==> src/rtl/if_fetch_unit.sv <==
// Instruction fetch unit: single-outstanding memory requester feeding a 2-entry {ins, pc} FIFO into the IF/ID register.
// Optional misaligned-redirect detection is enabled by defining IF_ALIGN_CHECK_EN.
//
// state    | meaning
// ---------+----------------------------------------------------------------
// ST_IDLE  | no request outstanding (FIFO too full to accept another word)
// ST_REQ   | request outstanding at imem_addr, response will be pushed
// ST_DRAIN | request outstanding but stale after a redirect, response dropped
module if_fetch_unit #(
   parameter logic [31:0] RESET_PC = 32'h8000_0000
) (
   input  logic        clk,
   input  logic        reset,
   output logic        imem_req,
   output logic [31:0] imem_addr,
   input  logic        imem_ack,
   input  logic [31:0] imem_rdata,
   input  logic        stall,
   input  logic        redirect_valid,
   input  logic [31:0] redirect_pc,
   output logic [31:0] ins_out,
   output logic [31:0] pc_out,
   output logic        wr_IF2ID,
   output logic        fetch_misalign
);

   typedef enum logic [1:0] {
      ST_IDLE  = 2'd0,
      ST_REQ   = 2'd1,
      ST_DRAIN = 2'd2
   } state_t;

   state_t      state_q, state_d;
   logic [31:0] fetch_pc_q, fetch_pc_d;
   logic [31:0] addr_q, addr_d;
   logic        req_q, req_d;
   logic [1:0]  cnt_q, cnt_d;
   logic [31:0] ent0_ins_q, ent0_ins_d, ent0_pc_q, ent0_pc_d;
   logic [31:0] ent1_ins_q, ent1_ins_d, ent1_pc_q, ent1_pc_d;

   logic        pop;
   logic        push;
   logic        ack_taken;
   logic        room;
   logic [31:0] redirect_pc_al;

   always_comb begin
      redirect_pc_al = {redirect_pc[31:2], 2'b00};
      ack_taken      = (state_q == ST_REQ) && imem_ack;
      pop            = (cnt_q != 2'd0) && !stall && !redirect_valid;
      push           = ack_taken && !redirect_valid;

      if (redirect_valid)
         cnt_d = 2'd0;
      else
         cnt_d = cnt_q + {1'b0, push} - {1'b0, pop};

      if (redirect_valid)
         fetch_pc_d = redirect_pc_al;
      else if (ack_taken)
         fetch_pc_d = fetch_pc_q + 32'd4;
      else
         fetch_pc_d = fetch_pc_q;

      // a new request is only allowed when its response is guaranteed a slot
      room = (cnt_d <= 2'd1);

      state_d = state_q;
      case (state_q)
         ST_IDLE: begin
            if (redirect_valid || room)
               state_d = ST_REQ;
         end
         ST_REQ: begin
            if (redirect_valid && !imem_ack)
               state_d = ST_DRAIN;
            else if (imem_ack)
               state_d = room ? ST_REQ : ST_IDLE;
         end
         ST_DRAIN: begin
            if (imem_ack)
               state_d = ST_REQ;
         end
         default: state_d = ST_IDLE;
      endcase

      addr_d = (state_d == ST_REQ) ? fetch_pc_d : addr_q;
      req_d  = (state_d != ST_IDLE);

      // entry 0 is the head; it keeps its value when the FIFO empties
      ent0_ins_d = ent0_ins_q;
      ent0_pc_d  = ent0_pc_q;
      ent1_ins_d = ent1_ins_q;
      ent1_pc_d  = ent1_pc_q;
      if (!redirect_valid) begin
         if (pop && (cnt_q == 2'd2)) begin
            ent0_ins_d = ent1_ins_q;
            ent0_pc_d  = ent1_pc_q;
         end
         if (push) begin
            if ((cnt_q - {1'b0, pop}) == 2'd0) begin
               ent0_ins_d = imem_rdata;
               ent0_pc_d  = addr_q;
            end else begin
               ent1_ins_d = imem_rdata;
               ent1_pc_d  = addr_q;
            end
         end
      end
   end

   always_ff @(posedge clk or negedge reset) begin
      if (!reset) begin
         state_q    <= ST_IDLE;
         fetch_pc_q <= RESET_PC;
         addr_q     <= RESET_PC;
         req_q      <= 1'b0;
         cnt_q      <= 2'd0;
         ent0_ins_q <= 32'h0000_0000;
         ent0_pc_q  <= RESET_PC;
         ent1_ins_q <= 32'h0000_0000;
         ent1_pc_q  <= 32'h0000_0000;
      end else begin
         state_q    <= state_d;
         fetch_pc_q <= fetch_pc_d;
         addr_q     <= addr_d;
         req_q      <= req_d;
         cnt_q      <= cnt_d;
         ent0_ins_q <= ent0_ins_d;
         ent0_pc_q  <= ent0_pc_d;
         ent1_ins_q <= ent1_ins_d;
         ent1_pc_q  <= ent1_pc_d;
      end
   end

   assign imem_req  = req_q;
   assign imem_addr = addr_q;
   assign ins_out   = ent0_ins_q;
   assign pc_out    = ent0_pc_q;
   assign wr_IF2ID  = pop;

`ifdef IF_ALIGN_CHECK_EN
   logic misalign_q;

   always_ff @(posedge clk or negedge reset) begin
      if (!reset)
         misalign_q <= 1'b0;
      else if (redirect_valid && (redirect_pc[1:0] != 2'b00))
         misalign_q <= 1'b1;
   end

   assign fetch_misalign = misalign_q;
`else
   logic unused_low_bits;

   assign unused_low_bits = ^redirect_pc[1:0];
   assign fetch_misalign  = 1'b0;
`endif

endmodule

==> config.mk <==
export PLATFORM = sky130hd
export DESIGN_NAME = if_fetch_unit
export DESIGN_NICKNAME = d
export VERILOG_FILES = /design/src/rtl/if_fetch_unit.sv
export SDC_FILE = /design/constraint.sdc
export NUM_CORES = 1
export LEC_CHECK = 0
export ABC_AREA = 1
export ABC_CLOCK_PERIOD_IN_PS = 3600
export BUFFER_PORTS_ARGS = -buffer_cell sky130_fd_sc_hd__buf_2
export CAP_MARGIN = 15
export CORE_AREA = 5 5 127 177
export CTS_BUF_LIST = sky130_fd_sc_hd__clkbuf_2 sky130_fd_sc_hd__clkbuf_4 sky130_fd_sc_hd__clkbuf_8
export CTS_CLUSTER_SIZE = 8
export DETAILED_ROUTE_END_ITERATION = 8
export DIE_AREA = 0 0 132 182
export PLACE_DENSITY = 0.66
export SETUP_SLACK_MARGIN = 0.4
export SKIP_LAST_GASP = 1
export SLEW_MARGIN = 30
export SYNTH_ARGS = -nofsm -noshare
export SYNTH_HDL_FRONTEND = slang
export SYNTH_SLANG_ARGS = --single-unit
==> constraint.sdc <==
create_clock -name clk -period 3.6 [get_ports clk]
set_input_delay 0.72 -clock clk [delete_from_list [all_inputs] [get_ports clk]]
set_output_delay 0.72 -clock clk [all_outputs]
set_load 0.03 [all_outputs]
==> run_results.csv, run 1 <==
group,metric,value,unit
outcome,run_status,"finished clean",
cts,cts_buffers,17,
setup_path,crit_slowest_cell,"dfrtp_1",
drt,drc,0,
final_layout,drive_above_1_share,0.263,
pwr,vdd_drop_max,0.403,mV
setup_path,critical_path.startpoint_type,"flip-flop",
setup_path,required,3940,ps
pwr,p_leak,5.19,nW
placed_design,hpwl,15500,um
cts,cts_resized,0,
setup_path,slowest_delay,410,ps
drt,drt_iter0_markers,406,
die,die_area,24000,um^2
sta,setup_viol,0,
setup_path,crit_chain,"inv_1 -> nand3_2 -> nor2_4 -> inv_2 -> ha_1 -> inv_1 -> ha_1 -> inv_1 -> nand2_1 -> nand3_1 -> o21ai_0 -> nand2_1 -> buf_4 -> nand2_1 -> o21ai_0",
global_route,track_usage,0.190,
setup_path,crit_start,"state_q[1]",
drt,vias,7226,
run,maxCapViolations,0,
synthesis,yosysTopAreaCellShare,0.535,
synthesis,avgSynthCellArea,9.22,um^2
pwr,power_density,847,nW/um^2
sta,slew_violations,0,
cts,cts_sinks,197,
synthesis,synthArstFlopShare,1.00,
synthesis,synth-edff-count,0,
synthesis,synth_fp_nets,1057,
min_path,hp-class,"input port to async pin",
synthesis,seq_area_frac_synth,0.543,
global_route,grt_max_degree,109,
sta,final.period_utilization,0.723,
synthesis,synth_area,9080,um^2
sta,worst_pin_slew,817,ps
global_route,grt_overflow,0,
setup_path,crit_arrival,2950,ps
cts,clockRootBuffer,"clkbuf_8",
die,ioPinCount,168,
sta,setup_tns,0,ps
sta,rsz0062_at_grt,"false",
sta,fmax,384,MHz
sta,fin_worst_skew,16.1,ps
die,core,20900,um^2
pwr,power.total,8.80,mW
cts,cts.htree.levels,4,
synthesis,synth.largest_area_cell,"dfrtp_1",
final_layout,areaGrowthSynthToFinish,14.5,%
global_route,grt_first_pass_wirelength,37000,um
placed_design,port_buffers,164,
synthesis,yosysUniqueCellTypes,39,
die,die_w,132,um
placed_design,place_congestion,0.952,
die,start_util,0.435,
cts,path_clk_slew,100,ps
synthesis,ys_top_cells_by_area,"dfrtp_1 53%, nand2_1 9.6%, mux2_2 6.2%",
setup_path,cp-end-kind,"flip-flop",
cts,postCtsSetupBuffers,0,
final_layout,antenna_cells,0,
global_route,first_global_vias,7183,
synthesis,yosysWarnings,0,
sta,slew-limit-headroom,0.455,
setup_path,path_class,"flip-flop to flip-flop",
cts,hold_buffers,0,
drt,wl_per_cell,16.1,um
drt,drt.antenna.violating_nets,0,
synthesis,synth_seq_cells,197,
die,chipHeight,182,um
drt,vias_per_cell,5.17,
drt,drt_wl_total,22500,um
global_route,grt_antenna_before_repair,0,
setup_path,r2r-start,"state_q[1]",
cts,cts_tree,"yes",
sta,finalCriticalPeriod,2600,ps
final_layout,nets,1196,
synthesis,synthFlopType,"dfrtp_1",
setup_path,path_max_fanout,28,
setup_path,path_delay_family,"simple AND/OR/NAND/NOR gates",
cts,clock_latency,470,ps
cts,cts.path.max_buffers,2,
sta,hold_viol,0,
synthesis,netlist_instances,985,
die,row_count,63,
drt,drt_first_pass_iters,5,
setup_path,crit_buf_inv,5,
through the flow:
stage	instances	instance area, um^2	util	setup WS (ps)	hold slack, ps
after floorplan	985	9080	-	495	424
after global placement	1365	9990	0.478	507	466
after detailed placement	1365	9990	0.478	450	474
after CTS	1397	10400	0.498	946	179
after global routing	1397	10400	0.498	734	206
final	1397	10400	0.498	996	199
flip-flops by register name (all words and copies together), names as in the netlist:
register	count
ent1_ins_q	32
ent1_pc_q	32
fetch_pc_q	32
imem_addr	32
ins_out	32
pc_out	32
cnt_q	2
state_q	2
imem_req	1
worst paths after layout:
| kind | cells past startpoint | end | slack (ps) |
|---|---|---|---|
| max reg2reg | 15 | imem_addr[9] | 1000 |
| min | 1 | ins_out[6] | 200 |
| max | 15 | imem_addr[9] | 1000 |
| min in group clk | 3 | fetch_pc_q[18] | 470 |
| max in group asynchronous | 2 | ent1_ins_q[29] | 2480 |
| min reg2reg | 2 | fetch_pc_q[0] | 490 |
area by class of cell:
| class | count | area, um^2 |
|---|---|---|
| sequential | 197 | 4930 |
| timing repair buffer | 178 | 960 |
| fill | 1999 | 10500 |
| inverter | 58 | 218 |
| clock inverter | 11 | 129 |
| clock buffer | 21 | 270 |
| multi-input combinational | 672 | 3560 |
| tap | 260 | 325 |
layout by cell type, fill, tap and decap left out, types with 2 or more instances in the layout:
cell type,instances
clkinv_2,2
xor2_1,8
a21oi_1,6
nand2_1,231
nand2_2,3
clkbuf_8,19
dfstp_2,3
a31oi_1,65
nor2_1,102
o21ai_2,5
mux2_2,50
nand3_2,2
nand3_1,99
nand4_1,8
a21boi_0,6
nor2_2,4
bufinv_16,2
buf_4,12
xnor2_1,5
buf_2,163
o21ai_1,7
nand3b_1,2
o21ai_0,33
and2_1,3
or2_2,11
clkinvlp_4,2
nor2_4,2
nand2_4,2
o21bai_1,3
buf_12,2
clkbuf_4,3
dfrtp_1,194
nor3_1,5
inv_1,54
inv_2,4
ha_1,3
clkinv_4,4
cell usage after synthesis, types with 2 or more instances:
| library cell | n |
|---|---|
| ha_1 | 3 |
| nand3_1 | 99 |
| and2_1 | 3 |
| nand2_2 | 2 |
| nor2_1 | 102 |
| dfstp_2 | 3 |
| inv_2 | 3 |
| buf_4 | 3 |
| nand2_1 | 233 |
| clkbuf_1 | 21 |
| dfrtp_1 | 194 |
| nor2_2 | 4 |
| xor2_1 | 8 |
| buf_2 | 15 |
| o21bai_1 | 3 |
| nor2_4 | 2 |
| nand3_2 | 2 |
| nand3b_1 | 2 |
| xnor2_1 | 5 |
| a31oi_1 | 65 |
| nor3_1 | 5 |
| a21oi_1 | 6 |
| o21a_1 | 2 |
| o21ai_2 | 5 |
| nand4_1 | 8 |
| buf_6 | 18 |
| inv_1 | 55 |
| or2_2 | 11 |
| mux2_2 | 50 |
| o21ai_0 | 33 |
| o21ai_1 | 7 |
| a21boi_0 | 6 |
power by group:
group	switching (mW)	internal, mW	leakage (nW)
combinational	2.44	1.16	2.59
sequential	0.617	3.14	2.40
clock	0.779	0.663	0.201
total	3.84	4.96	5.19
routing by layer:
metal,share of wire,vias up,GRT usage,wire (um)
met5,0,-,0,0
met4,0.027,0,0.0795,616
met2,0.49,204,0.311,11100
li1,-,3544,-,-
met1,0.43,3440,0.249,9680
met3,0.049,38,0.0316,1110
cells by family (layout without fill, tap and decap cells):
family | after synthesis | in the layout | share of synthesized area
fa+ha+maj | 3 | 3 | 0.00413
other cells | 1 | 1 | 0.000413
simple gates | 476 | 476 | 0.226
mux | 50 | 50 | 0.0620
buf+inv | 116 | 268 | 0.0661
compound gates | 129 | 129 | 0.0856
xor+xnor | 13 | 13 | 0.0125
flops | 197 | 197 | 0.543
(Power assumes the default switching activity.)
==> run 2, diff against run 1 <==
--- a/config.mk
+++ b/config.mk
@@ -5,15 +5,15 @@
 export SDC_FILE = /design/constraint.sdc
 export NUM_CORES = 1
 export LEC_CHECK = 0
-export ABC_AREA = 1
-export ABC_CLOCK_PERIOD_IN_PS = 3600
+export ABC_AREA = 0
+export ABC_CLOCK_PERIOD_IN_PS = 2700
 export BUFFER_PORTS_ARGS = -buffer_cell sky130_fd_sc_hd__buf_2
 export CAP_MARGIN = 15
-export CORE_AREA = 5 5 127 177
+export CORE_AREA = 5 5 124 173
 export CTS_BUF_LIST = sky130_fd_sc_hd__clkbuf_2 sky130_fd_sc_hd__clkbuf_4 sky130_fd_sc_hd__clkbuf_8
 export CTS_CLUSTER_SIZE = 8
 export DETAILED_ROUTE_END_ITERATION = 8
-export DIE_AREA = 0 0 132 182
+export DIE_AREA = 0 0 129 178
 export PLACE_DENSITY = 0.66
 export SETUP_SLACK_MARGIN = 0.4
 export SKIP_LAST_GASP = 1
==> constraint.sdc (replaced) <==
create_clock -name clk -period 2.7 [get_ports clk]
set_input_delay 0.54 -clock clk [delete_from_list [all_inputs] [get_ports clk]]
set_output_delay 0.54 -clock clk [all_outputs]
set_load 0.03 [all_outputs]
==> run_results.csv, run 2 <==
group,metric,value,unit
synthesis,synthArstFlopShare,1.00,
global_route,grt_util_met2,0.310,
sta,setup_tns,0,ps
final_layout,nets,988,
synthesis,seq_area_frac_synth,0.565,
drt,vias_per_cell,5.25,
sta,slew-limit-headroom,0.584,
cts,cts_sinks,197,
synthesis,yosysUniqueCellTypes,58,
pwr,vdd_drop_max,0.611,mV
cts,cts_tree,"yes",
synthesis,synthTopCellsByCount,"194 x dfrtp_1, 84 x mux2_2, 82 x nor2_1",
placed_design,port_buffers,164,
setup_path,required,3080,ps
sta,fmax,421,MHz
global_route,track_usage,0.183,
die,core,19700,um^2
setup_path,path_max_fanout,8,
pwr,p_leak,4.64,nW
die,die_w,129,um
placed_design,hpwl,14300,um
setup_path,crit_chain,"nand3b_1 -> nand2b_4 -> ha_4 -> inv_2 -> ha_4 -> xnor3_1 -> nor2_2 -> a21o_1 -> inv_6 -> buf_12 -> buf_8 -> mux2_4",
sta,finalCriticalPeriod,2370,ps
cts,clockRootBuffer,"clkbuf_8",
cts,cts_buffers,17,
pwr,power.total,10.8,mW
die,ioPinCount,168,
sta,setup_viol,0,
synthesis,synth-edff-count,0,
sta,rsz0062_at_grt,"true",
final_layout,layout.cells.non_filler,1182,
sta,slew_violations,0,
drt,wl_per_cell,17.1,um
setup_path,cp_common_cell,"ha_4",
synthesis,synth_fp_nets,814,
cts,cts.htree.levels,4,
cts,cts.path.max_buffers,2,
die,chipHeight,178,um
global_route,grt_overflow,0,
cts,clock_latency,460,ps
run,maxCapViolations,0,
drt,drt_first_pass_iters,4,
sta,final.period_utilization,0.880,
pwr,power_density,1030,nW/um^2
global_route,grt_first_pass_wirelength,33300,um
drt,vias,6202,
setup_path,crit_slowest_cell,"dfrtp_1",
setup_path,path_class,"flip-flop to flip-flop",
final_layout,final_cell_mix,"193 x dfrtp_1, 163 x buf_2, 83 x mux2_2",
drt,drt_iter0_markers,333,
placed_design,detailed_place.area,10000,um^2
cts,hold_buffers,0,
synthesis,yosysWarnings,0,
outcome,run_status,"finished clean",
synthesis,ys_top_cells_by_area,"dfrtp_1 56%, mux2_2 11%, mux2i_1 7.6%",
final_layout,final_common_cell,"dfrtp_1",
synthesis,netlist_instances,742,
drt,drt_wl_total,20200,um
final_layout,final_util,0.536,
setup_path,crit_arrival,2760,ps
placed_design,place_congestion,0.848,
setup_path,cp-end-kind,"flip-flop",
final_layout,drive_above_1_share,0.370,
die,die_area,23000,um^2
die,start_util,0.443,
sta,fin_worst_skew,10.1,ps
final_layout,final_cell_area,10600,um^2
final_layout,areaGrowthSynthToFinish,20.9,%
synthesis,synth.largest_area_cell,"dfrtp_1",
synthesis,synthFlopType,"dfrtp_1",
cts,path_clk_slew,100,ps
setup_path,slowest_delay,380,ps
drt,drc,0,
synthesis,yosysTopAreaCellShare,0.556,
synthesis,yosysMostFrequentCell,"dfrtp_1",
global_route,grt_util_met1,0.228,
synthesis,avgSynthCellArea,11.8,um^2
die,row_count,61,
global_route,met3_usage,0.0443,
synthesis,synth_seq_cells,197,
drt,drt.antenna.violating_nets,0,
min_path,hp-class,"input port to async pin",
global_route,top_usage_layer,"met2",
global_route,first_global_vias,6476,
sta,hold_viol,0,
global_route,grt_antenna_before_repair,2,
setup_path,critical_path.startpoint_type,"flip-flop",
placed_design,dpl.cell_count,1142,
synthesis,synth_area,8730,um^2
sta,worst_pin_slew,616,ps
global_route,grt_max_degree,79,
run 2: cell types whose count changed after synthesis, moves of 20 or more:
cell     before  now
mux2_2       50   84
mux2i_1       0   66
nor2_1      102   82
a21oi_1       6   75
nand2_1     233   41
inv_1        55    8
a31oi_1      65    3
nand3_1      99    6
run 2: metal layers:
layer / wire length, um / vias to the layer above
li1: - / 2976
met1: 8300 / 3036
met2: 10200 / 156
met3: 1210 / 32
met4: 416 / 2
met5: 7 / -
run 2: area by class of cell:
type / count / area, um^2
fillers: 1783 / 9140
flip-flops and latches: 197 / 4930
multi-input cells: 491 / 3620
repair buffers: 199 / 1240
well taps: 252 / 315
clock buffers: 23 / 310
clock inverters: 9 / 81.3
inverters: 10 / 42.5
diodes: 1 / 2.50
run 2: worst max-delay path: cells and delay by family (launching register included):
| kind | cells | cell delay [ps] |
|---|---|---|
| muxes | 1 | 290 |
| adders and majority gates | 2 | 350 |
| and+or+nand+nor | 3 | 450 |
| xor gates and xnor gates | 1 | 210 |
| buffers and inverters | 4 | 400 |
| AOI/OAI and AO/OA | 1 | 210 |
| DFF | 1 | 380 |
run 2: repair_timing:
item,CTS,global route
pin swaps,2,0
buffers inserted,5,2
setup endpoints to repair,32,33
resized for setup,13,9
run 2: kinds of logic (layout without fill, tap and decap cells):
family                   Yosys count  after routing  synth area share
flip-flops                       197            197             0.565
AND/OR/NAND/NOR                  194            194             0.111
multiplexers                     155            155             0.190
AO/OA/AOI/OAI                    122            122            0.0803
buffers and inverters             54            241            0.0310
XOR/XNOR                          16             16            0.0176
adder cells (fa/ha/maj)            3              3           0.00430
other                              1              2          0.000430
run 2: final timing paths:
kind                       slack (ps)  cells past startpoint      startpoint        endpoint
max                               330                     12      state_q[1]   imem_addr[31]
min                                40                      1           reset  ent1_ins_q[28]
max reg2reg                       330                     12      state_q[1]   imem_addr[31]
min reg2reg                       500                      1  ent1_ins_q[28]  ent1_ins_q[28]
max in group asynchronous        1910                      2           reset      pc_out[31]
min in group clk                  310                      2   imem_rdata[6]   ent1_ins_q[6]
run 2: power by group:
part           internal, mW  total (mW)  switching [mW]
clock                 0.799        1.85            1.05
sequential             4.08        4.81           0.730
combinational          1.66        4.19            2.53
total                  6.54        10.8            4.31
run 2: metrics by stage:
stage / hold WS, ps / setup WS [ps]
final: 39.9 / 325
after CTS: 39.8 / 331
after global routing: 58.7 / 219
after floorplan: 244 / -306
after global placement: 473 / 98.2
after detailed placement: 479 / 56.6
